--- config.mk ---
export PLATFORM = sky130hd
export DESIGN_NAME = adc_word_packer
export DESIGN_NICKNAME = d
export VERILOG_FILES = /design/src/rtl/adc_word_packer.sv
export SDC_FILE = /design/constraint.sdc
export NUM_CORES = 1
export LEC_CHECK = 0
export CAP_MARGIN = 20
export CORE_UTILIZATION = 50
export DETAILED_ROUTE_END_ITERATION = 8
export GPL_ROUTABILITY_DRIVEN = 0
export PLACE_DENSITY = 0.67
export SLEW_MARGIN = 20
export SYNTH_ARGS = -nofsm -noshare
export SYNTH_HDL_FRONTEND = slang
export SYNTH_SLANG_ARGS = --single-unit
--- constraint.sdc ---
create_clock -name clk -period 11.45 [get_ports clk]
set_clock_uncertainty 0.15 [all_clocks]
set_input_delay 1.145 -clock clk [delete_from_list [all_inputs] [get_ports clk]]
set_output_delay 1.145 -clock clk [all_outputs]
set_load 0.05 [all_outputs]
--- src/rtl/adc_word_packer.sv ---
// -----------------------------------------------------------------------------
// adc_word_packer
//
// Capture stage in front of the FX3 streaming write path. ADC samples are
// zero-extended into 16-bit lanes and packed two per 32-bit word (first
// sample in bits[15:0], second in bits[31:16]). The most recently completed
// word is kept in a one-word hold register so that, when a packet is closed
// early (capture disabled or idle timeout), that word can still be tagged as
// the packet end before it is written to the output FIFO. Words then wait in
// a first-word-fall-through FIFO for the consumer.
//
// Packets close after PKT_WORDS words, after TIMEOUT idle cycles with a word
// pending, or when enable falls.
//
// Handshake: the output is strict valid/ready. word_valid is high whenever
// the FIFO holds a word; word_data/word_last describe that head word in the
// same cycle. A word transfers on a rising clk edge where word_valid and
// word_ready are both high; word_valid never depends on word_ready. The input
// side has no back-pressure: adc_valid transfers one sample per high cycle.
//
// Ports
//   clk             in   1         system clock, rising edge
//   reset_from_fx3  in   1         asynchronous active-low reset
//   enable          in   1         capture enable
//   adc_data        in   SAMPLE_W  ADC sample
//   adc_valid       in   1         sample strobe, one sample per high cycle
//   word_data       out  32        packed word at FIFO head (0 when empty)
//   word_valid      out  1         FIFO non-empty
//   word_ready      in   1         consumer accepts head word
//   word_last       out  1         head word ends a packet
//   overflow        out  1         sticky: a word or sample was dropped
//   state_dbg       out  2         FSM state (0 idle, 1 run, 2 flush)
// -----------------------------------------------------------------------------
module adc_word_packer #(
    parameter int SAMPLE_W   = 14,
    parameter int FIFO_DEPTH = 16,
    parameter int PKT_WORDS  = 256,
    parameter int TIMEOUT    = 1024
) (
    input  logic                clk,
    input  logic                reset_from_fx3,
    input  logic                enable,
    input  logic [SAMPLE_W-1:0] adc_data,
    input  logic                adc_valid,
    output logic [31:0]         word_data,
    output logic                word_valid,
    input  logic                word_ready,
    output logic                word_last,
    output logic                overflow,
    output logic [1:0]          state_dbg
);

    localparam int AW = $clog2(FIFO_DEPTH);
    localparam int CW = $clog2(PKT_WORDS);
    localparam int IW = $clog2(TIMEOUT);

    typedef enum logic [1:0] {
        S_IDLE  = 2'd0,
        S_RUN   = 2'd1,
        S_FLUSH = 2'd2
    } state_t;

    // ------------------------------------------------------------------
    // Registers
    // ------------------------------------------------------------------
    state_t         state_q, state_d;
    logic           flush_step_q, flush_step_d;
    logic [15:0]    half_q, half_d;
    logic           half_valid_q, half_valid_d;
    logic [31:0]    hold_q, hold_d;
    logic           hold_valid_q, hold_valid_d;
    logic [CW-1:0]  pkt_cnt_q, pkt_cnt_d;
    logic [IW-1:0]  idle_cnt_q, idle_cnt_d;
    logic           overflow_q, overflow_d;

    // FIFO storage and pointers (one extra bit to tell full from empty)
    logic [32:0]    mem_q [FIFO_DEPTH];
    logic [AW:0]    wr_ptr_q;
    logic [AW:0]    rd_ptr_q;

    // ------------------------------------------------------------------
    // FIFO status
    // ------------------------------------------------------------------
    logic        fifo_empty;
    logic        fifo_full;
    logic        pop;
    logic        can_push;
    logic [32:0] head;

    assign fifo_empty = (wr_ptr_q == rd_ptr_q);
    assign fifo_full  = (wr_ptr_q[AW] != rd_ptr_q[AW]) &&
                        (wr_ptr_q[AW-1:0] == rd_ptr_q[AW-1:0]);
    assign pop        = !fifo_empty && word_ready;
    // A pop in the same cycle frees the slot, so a full FIFO still accepts.
    assign can_push   = !fifo_full || pop;
    assign head       = mem_q[rd_ptr_q[AW-1:0]];

    assign word_valid = !fifo_empty;
    assign word_data  = fifo_empty ? 32'h0 : head[31:0];
    assign word_last  = fifo_empty ? 1'b0  : head[32];
    assign overflow   = overflow_q;
    assign state_dbg  = state_q;

    // ------------------------------------------------------------------
    // Sample lane: zero-extend to 16 bits
    // ------------------------------------------------------------------
    logic [15:0] lane;
    always_comb begin
        lane = '0;
        lane[SAMPLE_W-1:0] = adc_data;
    end

    // ------------------------------------------------------------------
    // Next-state logic
    // ------------------------------------------------------------------
    logic        push_en;
    logic [31:0] push_data;
    logic        push_last;
    logic        pkt_is_last;
    logic        timeout_hit;

    assign pkt_is_last = (pkt_cnt_q == CW'(PKT_WORDS - 1));
    assign timeout_hit = hold_valid_q && (idle_cnt_q == IW'(TIMEOUT - 1));

    always_comb begin
        state_d      = state_q;
        flush_step_d = flush_step_q;
        half_d       = half_q;
        half_valid_d = half_valid_q;
        hold_d       = hold_q;
        hold_valid_d = hold_valid_q;
        pkt_cnt_d    = pkt_cnt_q;
        idle_cnt_d   = idle_cnt_q;
        overflow_d   = overflow_q;
        push_en      = 1'b0;
        push_data    = hold_q;
        push_last    = 1'b0;

        case (state_q)
            S_IDLE: begin
                if (enable) begin
                    state_d      = S_RUN;
                    overflow_d   = 1'b0;
                    pkt_cnt_d    = '0;
                    idle_cnt_d   = '0;
                    half_valid_d = 1'b0;
                    hold_valid_d = 1'b0;
                end
            end

            S_RUN: begin
                if (adc_valid) begin
                    idle_cnt_d = '0;
                    if (!half_valid_q) begin
                        half_d       = lane;
                        half_valid_d = 1'b1;
                    end else begin
                        half_valid_d = 1'b0;
                        // Completed word: the previous word leaves hold for
                        // the FIFO, the new one takes its place.
                        if (hold_valid_q) begin
                            if (can_push) begin
                                push_en   = 1'b1;
                                push_last = pkt_is_last;
                                pkt_cnt_d = pkt_is_last ? '0 : pkt_cnt_q + 1'b1;
                            end else begin
                                overflow_d = 1'b1;
                            end
                        end
                        hold_d       = {lane, half_q};
                        hold_valid_d = 1'b1;
                    end
                end else if (hold_valid_q && !timeout_hit) begin
                    idle_cnt_d = idle_cnt_q + 1'b1;
                end

                if (!enable || (!adc_valid && timeout_hit)) begin
                    state_d      = S_FLUSH;
                    flush_step_d = 1'b0;
                end
            end

            S_FLUSH: begin
                if (adc_valid) begin
                    overflow_d = 1'b1;
                end

                if (!flush_step_q) begin
                    // Step 0: turn a pending lower half into a word.
                    if (half_valid_q) begin
                        if (!hold_valid_q) begin
                            hold_d       = {16'h0, half_q};
                            hold_valid_d = 1'b1;
                            half_valid_d = 1'b0;
                            flush_step_d = 1'b1;
                        end else if (can_push) begin
                            push_en      = 1'b1;
                            push_last    = pkt_is_last;
                            pkt_cnt_d    = pkt_is_last ? '0 : pkt_cnt_q + 1'b1;
                            hold_d       = {16'h0, half_q};
                            hold_valid_d = 1'b1;
                            half_valid_d = 1'b0;
                            flush_step_d = 1'b1;
                        end
                        // else: FIFO full, wait here; flush pushes never drop.
                    end else if (hold_valid_q) begin
                        flush_step_d = 1'b1;
                    end else begin
                        state_d    = enable ? S_RUN : S_IDLE;
                        idle_cnt_d = '0;
                    end
                end else begin
                    // Step 1: close the packet with the held word.
                    if (hold_valid_q) begin
                        if (can_push) begin
                            push_en      = 1'b1;
                            push_last    = 1'b1;
                            hold_valid_d = 1'b0;
                            pkt_cnt_d    = '0;
                            state_d      = enable ? S_RUN : S_IDLE;
                            idle_cnt_d   = '0;
                        end
                    end else begin
                        state_d    = enable ? S_RUN : S_IDLE;
                        idle_cnt_d = '0;
                    end
                end
            end

            default: begin
                state_d = S_IDLE;
            end
        endcase
    end

    // ------------------------------------------------------------------
    // State registers
    // ------------------------------------------------------------------
    always_ff @(posedge clk or negedge reset_from_fx3) begin
        if (!reset_from_fx3) begin
            state_q      <= S_IDLE;
            flush_step_q <= 1'b0;
            half_q       <= '0;
            half_valid_q <= 1'b0;
            hold_q       <= '0;
            hold_valid_q <= 1'b0;
            pkt_cnt_q    <= '0;
            idle_cnt_q   <= '0;
            overflow_q   <= 1'b0;
        end else begin
            state_q      <= state_d;
            flush_step_q <= flush_step_d;
            half_q       <= half_d;
            half_valid_q <= half_valid_d;
            hold_q       <= hold_d;
            hold_valid_q <= hold_valid_d;
            pkt_cnt_q    <= pkt_cnt_d;
            idle_cnt_q   <= idle_cnt_d;
            overflow_q   <= overflow_d;
        end
    end

    // ------------------------------------------------------------------
    // FIFO
    // ------------------------------------------------------------------
    always_ff @(posedge clk or negedge reset_from_fx3) begin
        if (!reset_from_fx3) begin
            wr_ptr_q <= '0;
            rd_ptr_q <= '0;
        end else begin
            if (push_en) begin
                wr_ptr_q <= wr_ptr_q + 1'b1;
            end
            if (pop) begin
                rd_ptr_q <= rd_ptr_q + 1'b1;
            end
        end
    end

    // Storage needs no reset: the pointers make stale entries invisible.
    always_ff @(posedge clk) begin
        if (push_en) begin
            mem_q[wr_ptr_q[AW-1:0]] <= {push_last, push_data};
        end
    end

endmodule
==> metrics list <==
- Run status: completed
- Clock slew at the register clock pins of the worst setup and hold paths: 60 ps
* Top Metal Used: met5
* Count of unique library cells instantiated by Yosys: 59
- Max Fanout on Critical Path: 49
* I/O pin total: 56
- Final count of hold timing violations: 0
- Setup repair after global routing left no endpoint under its margin.
* Rows: 75
- Actual transition at the worst max-transition pin: 1120 ps
- Worst EP required: 10160 ps
* Via-to-Cell Ratio: 6.12
- Worst slew margin: 25.4%
* Number of buffers inserted by port buffering: 51
* Synth Flop Type: edfxtp_1
* Maximum buffer depth of the clock tree: 3
- Setup crit end kind: primary output
- In this run the remaining antenna-violating nets after routing total 0.
- The first TritonRoute pass finished after 5 iterations.
- Post-synthesis register bit count: 540
* Post-synthesis instance area: 21600 sq um
- Clk Latency, worst-skew pair: 580 ps
- Number of setup violations in the final report: 0
- Antenna fix cells: 0
* Number of violations reported at the end of detailed-routing iteration 0: 899
* Number of global-route vias before repair: 10.6k
* Fraction of the yosys area taken by sequential cells: 73.4%
- Dividing the synthesized area by the synthesized cell count gives 20.9 sq um.
- After synthesis, the share of flip-flops with an asynchronous set or reset is 14.1%.
* Static leakage: 8.16 nW
* Post-CTS Hold Buffers: 0
- In the final design database the tool counted 1123 nets.
- Clock tree synthesis found a total of 540 sinks.
- In this run, synthesis inferred 464 flip-flops with an integrated enable.
* Die width: 210 microns
* Detailed Place HPWL: 22.3 mm
- In this run the clock root is driven by a clkbuf_16.
- Placeable core region: 42200 sq um
* Maximum vdd ir drop: 0.148 mV
- Entering global routing, the biggest net connects 63 pins.
- The number of antenna violations at the first check in global routing is 2.
- STA classifies the critical path startpoint as a flip-flop.
- Final wirelength: 45.1 mm
* Number of synthesis warnings: 0
- Starting Density: 51.1%
* Avg WL per Cell: 26.9 microns
* Tot GR Track Use: 21.2%
- For this block, wires on met1 add up to 19.0 mm.
* Top cell type by total area after synthesis: edfxtp_1
- The die is 210 microns tall.
- Crit Path Class: reg2out
- Across the run, the number of max-cap violations was 0.
- TritonCTS built the clock tree.
* Total gr overflow: 0
- Length of routed met3 wiring: 2.76 mm
- DRC violations left: 0
- Worst path setup slack after routing: 5840 ps
- The number of setup buffers added after CTS is 0.
* Area fraction of the dominant cell type after synthesis: 64.6%
* Total via count after detailed routing: 10.3k
- In this run the power density over the cells is 262 nW/um^2.
- In the finished design, the share of the clock period the worst path needs comes to 49.0%.
- Derived from the worst setup path, the maximum achievable clock frequency is 0.178 GHz.
* Setup TNS after final layout: 0 ps
- The number of max-slew violations in the final report is 0.
- From synthesis to final layout, the design area changed by 12.8%.
* Count leader, synth: edfxtp_1
- The routed design could run at a clock period as short as 5610 ps.
* Gate count of the mapped netlist: 1031
* First-pass GRT wire length: 67.5 mm
- By count the netlist is led by edfxtp_1 (464), mux4_2 (120), dfrtp_1 (76).
* Arrival time of the worst setup path: 4310 ps
- Worst min path class: in2async
- Detailed routing placed a total of 22.5 mm of wire on met2.
* TritonCTS buffer count: 53
- Cells with a size suffix above 1 make up 24.3% of the layout.
- Deepest level of the CTS H-tree: 2
- Prior to clock tree synthesis, the placed netlist has a worst setup slack of 6340 ps.
- Area of the die: 44000 sq um
- The number of gates resized after CTS was 0.
* Area contributors post-synth: edfxtp_1 (65%), mux4_2 (13%), dfrtp_1 (8.8%)
==> metrics by stage <==
| step | total power, mW | cells | hold WS (ps) | util (%) | instance area (sq um) |
|---|---|---|---|---|---|
| after detailed placement | 4.68 | 1577 | 316 | 53.4 | 22500 |
| after CTS | 6.43 | 1675 | 308 | 57.6 | 24300 |
| after global routing | 6.63 | 1675 | 330 | 57.6 | 24300 |
| after floorplan | 4.11 | 1034 | 302 | - | 21600 |
| final | 6.38 | 1675 | 319 | 57.6 | 24300 |
| after global placement | 4.66 | 1577 | 313 | 53.4 | 22500 |
==> cell families (layout without fill, tap and decap cells) <==
family	count (synthesis)	count (layout)	synth area share (%)
simple gates	134	134	3.45
mux	176	176	17.2
xor+xnor	13	13	0.528
fa+ha+maj	11	11	0.638
compound gates	82	82	2.86
flops	540	540	73.4
other cells	1	4	0.0174
buf+inv	74	176	1.95
==> layout make-up <==
cell class | count | area [sq um]
repair buffers | 65 | 613
well taps | 539 | 674
clock buffers | 69 | 1500
flip-flops and latches | 540 | 15800
clock inverters | 29 | 284
fillers | 3064 | 17900
inverters | 13 | 48.8
multi-input cells | 420 | 5370
==> sequential cells by signal, summed over array words and instances (netlist names) <==
name / count
mem_q: 464
hold_q: 28
half_q: 14
idle_cnt_q: 10
pkt_cnt_q: 8
rd_ptr_q: 5
wr_ptr_q: 5
state_dbg: 2
flush_step_q: 1
half_valid_q: 1
hold_valid_q: 1
overflow: 1
==> report_power, final <==
group | internal, mW | leakage, nW | switching [mW]
registers | 2.42 | 5.18 | 0.298
logic | 0.873 | 2.09 | 1.03
clock network | 1.04 | 0.892 | 0.717
total | 4.33 | 8.16 | 2.05
==> worst max-delay path: stages (launching register included) <==
cell             delay (ps)
dfrtp_4                 770
buf_4                   850
mux4_1                  660
mux4_2                  520
and2_1                  180
clkdlybuf4s50_1         720
==> path summary, 6_finish.rpt <==
kind | from | end | slack (ps) | cells past startpoint
setup / recovery | rd_ptr_q[0] | word_data[27] | 5840 | 5
hold / removal | reset_from_fx3 | hold_valid_q | 320 | 1
setup reg to reg | rd_ptr_q[1] | mem_q[10][26] | 7720 | 4
hold reg to reg | half_q[12] | hold_q[12] | 330 | 1
max in group asynchronous | reset_from_fx3 | rd_ptr_q[1] | 9710 | 2
min in group clk | half_q[12] | hold_q[12] | 330 | 1
==> cells in the final DEF, fill, tap and decap left out, drive strengths merged, types with 15 or more instances in the layout <==
master and instances:
edfxtp 464, mux4 145, dfrtp 76, clkbuf 69
clkdlybuf4s50 50, and2 31, mux2 31, nand2 23
and3 22, clkinv 20, inv 16, buf 15
==> routing by layer <==
| metal | global-route usage [%] | vias up |
|---|---|---|
| met5 | 0 | - |
| met2 | 34.4 | 325 |
| met4 | 5.41 | 2 |
| met3 | 3.43 | 64 |
| met1 | 30.5 | 5458 |
| li1 | - | 4401 |
Note: power is estimated with default switching activity, not from simulation.
==> RTL change 1 (config.mk and constraints unchanged) <==
Set the parameter `PKT_WORDS` to 128 (it was 256).
--- a/src/rtl/adc_word_packer.sv
+++ b/src/rtl/adc_word_packer.sv
@@ -34,7 +34,7 @@
 module adc_word_packer #(
     parameter int SAMPLE_W   = 14,
     parameter int FIFO_DEPTH = 16,
-    parameter int PKT_WORDS  = 256,
+    parameter int PKT_WORDS  = 128,
     parameter int TIMEOUT    = 1024
 ) (
     input  logic                clk,
Check against the original RTL: no difference found for any inputs over 4 cycles, from zero or initial values and one cycle with reset_from_fx3 low; that may be too few to reach the edited logic, so the function may still have changed.
==> RTL change 1 against the unedited design <==
Synthesized area decreased by 0.67%. Via count rose by 1.2%. Wire length grew 2.0%. Sequential cell count down 1. Largest cell class unchanged. Sequential share of layout area down 0.23 points. Setup slack worse by 0.18 ns. Core utilization up 0.24 points. Total power decreased by 0.60%. Final area up 0.20%.
==> RTL change 1: results <==
metrics = {
    "worst_setup_path": {
        "critical-path-slowest-cell": "sky130_fd_sc_hd__dfrtp_4",
        "maximum_cell_stage_delay_along_the_critical_path_ns": 0.95,
        "cp_max_fo": 47,
        "worst_ep_arrival_time_ns": 4.49,
    },
    "drt": {
        "detailedRoute.firstPassIterationCount": 4,
        "met2RoutedLength_um": 23200,
        "wl_met3_um": 2860,
        "dr.max_layer_used": "met4",
        "drt_first_iter_violations": 769,
        "routed-via-count": 10400,
        "drt-wirelength-per-cell_um": 27.2,
        "route.layer.met1.wl_um": 18800,
    },
    "synthesis": {
        "synth_area_in_xor_xnor_pct": 0.601,
        "synth-warning-count": 0,
        "yosysUniqueCellTypes": 56,
        "synthTopCellsByArea": "sky130_fd_sc_hd__edfxtp_1 (65%), sky130_fd_sc_hd__mux4_2 (15%), sky130_fd_sc_hd__dfrtp_1 (8.8%)",
        "yosysSeqAreaShare_pct": 73.8,
        "synthCells": 1030,
        "synth_largest_type_area_fraction_pct": 65.0,
        "ys_async_sr_fraction_pct": 13.9,
        "synth_compound_gate_area_share_pct": 2.90,
        "yosys.area_share.adder_pct": 0.642,
        "portion_of_netlist_area_occupied_by_mux_cells_pct": 17.0,
    },
    "sta": {
        "timing_worst_slew_pin_value_ns": 1.14,
    },
    "worst_hold_path": {
        "timing.hold.worst.class": "flop to flop",
    },
    "cells_and_area": {
        "final-instance-count-excl-fill": 1690,
        "num-nets-final": 1136,
        "layout-drive-gt1-share_pct": 27.4,
        "num-fill-cells": 3040,
    },
    "power": {
        "vdd.ir_drop.worst_v": 0.000166,
        "power.static_leakage_nw": 8.19,
        "internal_power_mw": 4.34,
        "power_sequential_mw": 2.68,
        "share_seq_of_total_power_pct": 42.3,
    },
    "global_route": {
        "grt_util_met2_pct": 36.2,
        "antenna_found_initial": 0,
        "grt_met3_usage_pct": 3.44,
        "first_pass_grt_wire_length_um": 68500,
        "all_layer_global_routing_usage_pct": 21.8,
        "first_global_vias": 10800,
        "grt_use_met1_pct": 30.1,
        "grt_max_degree": 76,
    },
    "place": {
        "post-place-cells": 1586,
        "postPlaceCellArea_mm2": 0.0225,
        "place.detailed.hpwl_um": 23300,
    },
    "run_status": {
        "run_status": "complete, no violations",
    },
    "cts": {
        "cts_buffers": 54,
    },
}
[RTL change 1: cell types whose count changed after synthesis, moves of 6 or more]
cell | before | now
sky130_fd_sc_hd__mux2_1 | 6 | 0
sky130_fd_sc_hd__mux4_1 | 25 | 0
sky130_fd_sc_hd__clkbuf_1 | 22 | 28
sky130_fd_sc_hd__mux4_2 | 120 | 145
sky130_fd_sc_hd__a21oi_1 | 11 | 17
sky130_fd_sc_hd__buf_2 | 9 | 15
sky130_fd_sc_hd__mux2_4 | 0 | 6
sky130_fd_sc_hd__buf_6 | 14 | 3
sky130_fd_sc_hd__nor3_1 | 11 | 5
[RTL change 1: final timing paths]
kind                                         startpoint                   endpoint  slack [ns]  depth (start not counted)
min in group asynchronous                reset_from_fx3  idle_cnt_q[8]$_DFFE_PN0P_        0.42                          1
worst max-delay path            rd_ptr_q[0]$_DFFE_PN0P_              word_data[22]        5.66                          5
worst min-delay path            wr_ptr_q[4]$_DFFE_PN0P_    wr_ptr_q[4]$_DFFE_PN0P_        0.33                          1
worst max register to register  rd_ptr_q[1]$_DFFE_PN0P_    mem_q[14][26]$_DFFE_PP_        7.63                          6
max in group asynchronous                reset_from_fx3    rd_ptr_q[1]$_DFFE_PN0P_       10.12                          1
worst min register to register  wr_ptr_q[4]$_DFFE_PN0P_    wr_ptr_q[4]$_DFFE_PN0P_        0.33                          1
[RTL change 1: area by class of cell]
class	instances	area, um^2	share of cell area [%]
Sequential cell	539	15800	64.9
Multi-Input combinational cell	427	5330	21.9
Clock buffer	73	1500	6.17
Timing Repair Buffer	73	709	2.91
Tap cell	539	674	2.77
Clock inverter	28	299	1.23
Inverter	11	41.3	0.169
==> RTL change 2 (same flow settings) <==
Without the edit above. Put one more register stage on the output `state_dbg`, with the module's reset. The value now appears one clock later. The other outputs are not delayed to match.
--- a/src/rtl/adc_word_packer.sv
+++ b/src/rtl/adc_word_packer.sv
@@ -99,7 +99,13 @@
     assign word_data  = fifo_empty ? 32'h0 : head[31:0];
     assign word_last  = fifo_empty ? 1'b0  : head[32];
     assign overflow   = overflow_q;
-    assign state_dbg  = state_q;
+    always_ff @(posedge clk or negedge reset_from_fx3) begin
+        if (!reset_from_fx3) begin
+            state_dbg <= '0;
+        end else begin
+            state_dbg <= state_q;
+        end
+    end
 
     // ------------------------------------------------------------------
     // Sample lane: zero-extend to 16 bits
Check against the original RTL: not equivalent (Yosys sat finds a counterexample within 4 cycles, from zero or initial values and one cycle with reset_from_fx3 low).
==> RTL change 2 against the unedited design <==
Final area decreased by 0.42%. Total power decreased by 1.0%. Via count increased by 0.43%. Synthesized area decreased by 0.39%. Wire length increased by 0.85%. Critical endpoint is now word_data[28]. Register-to-register slack improved by 0.18 ns. Sequential cell count increased by 2. Sequential power increased by 1%. Setup slack got worse by 0.11 ns.
==> RTL change 2: results <==
metrics = {
    "run_status": {
        "run_status": "complete, no violations",
    },
    "place": {
        "preCtsSetupSlack_ns": 6.36,
        "postPlaceCellArea_mm2": 0.0226,
        "post-place-cells": 1583,
        "place.detailed.hpwl_um": 23100,
    },
    "drt": {
        "dr.max_layer_used": "met5",
        "route.layer.met1.wl_um": 19100,
        "postRouteWirelength_um": 45500,
        "viasPerCell": 6.13,
        "drt_first_iter_violations": 821,
        "routed-via-count": 10300,
        "met2RoutedLength_um": 22800,
        "wl_met3_um": 2710,
    },
    "synthesis": {
        "yosysSeqAreaShare_pct": 73.9,
        "yosysUniqueCellTypes": 62,
        "syn_avg_cell_area_um2": 20.9,
        "ys_async_sr_fraction_pct": 14.4,
        "synth_common_cells": "sky130_fd_sc_hd__edfxtp_1 (464), sky130_fd_sc_hd__mux4_2 (145), sky130_fd_sc_hd__dfrtp_1 (78)",
        "synthTopCellsByArea": "sky130_fd_sc_hd__edfxtp_1 (65%), sky130_fd_sc_hd__mux4_2 (15%), sky130_fd_sc_hd__dfrtp_1 (9.1%)",
        "synth-warning-count": 0,
    },
    "cts": {
        "clock_tree.buffer_depth": 3,
        "cts_buffers": 54,
        "clkLatencyLatePin_ns": 0.60,
    },
    "global_route": {
        "first_global_vias": 10800,
        "grt_met3_usage_pct": 3.50,
        "grt_max_degree": 91,
        "grt_util_met2_pct": 35.6,
        "grt_use_met1_pct": 31.1,
        "antenna_found_initial": 1,
        "all_layer_global_routing_usage_pct": 21.9,
        "first_pass_grt_wire_length_um": 69400,
    },
    "worst_setup_path": {
        "maximum_cell_stage_delay_along_the_critical_path_ns": 1.07,
        "critPathLaunch": "rd_ptr_q[1]$_DFFE_PN0P_",
        "critical-path-slowest-cell": "sky130_fd_sc_hd__dfrtp_4",
        "r2r_cells": 6,
        "cp_max_fo": 62,
        "crit_end": "word_data[28]",
        "worst_r2r_endpoint": "mem_q[5][10]$_DFFE_PP_",
        "worst_ep_arrival_time_ns": 4.43,
        "reg2reg_setup_slack_ns": 7.90,
    },
    "worst_hold_path": {
        "timing.hold.worst.class": "input pin to async pin",
    },
    "cells_and_area": {
        "n_antenna_cell": 0,
        "layout-drive-gt1-share_pct": 25.4,
        "largest_reg_flops": 464,
        "num-nets-final": 1130,
    },
    "sta": {
        "holdWs_ns": 0.295,
        "final.min_clock_period_ns": 5.72,
        "timing_worst_slew_pin_value_ns": 1.13,
    },
    "power": {
        "power.static_leakage_nw": 8.11,
        "vdd.ir_drop.worst_v": 0.000203,
    },
}
==> RTL change 2: kinds of logic (layout without fill, tap and decap cells) <==
| group | after synthesis | after routing | share of synthesized area, % |
|---|---|---|---|
| flops | 542 | 542 | 73.9 |
| mux | 179 | 179 | 17.0 |
| simple gates | 143 | 143 | 3.76 |
| compound gates | 70 | 70 | 2.53 |
| buf+inv | 67 | 176 | 1.54 |
| xor+xnor | 16 | 16 | 0.652 |
| fa+ha+maj | 11 | 11 | 0.640 |
| other cells | 1 | 4 | 0.0174 |
==> RTL change 2: report_power, final <==
part | switching (mW) | internal, mW | leakage [nW]
logic | 1.01 | 0.885 | 2.04
registers | 0.319 | 2.45 | 5.28
clock network | 0.710 | 0.943 | 0.797
==> RTL change 2: layout make-up <==
cell class	count	area (um^2)
timing repair buffer	68	648
fill	3005	17900
inverter	11	41.3
clock inverter	16	144
clock buffer	81	1490
sequential	542	15900
multi-input combinational	423	5340
tap	539	674
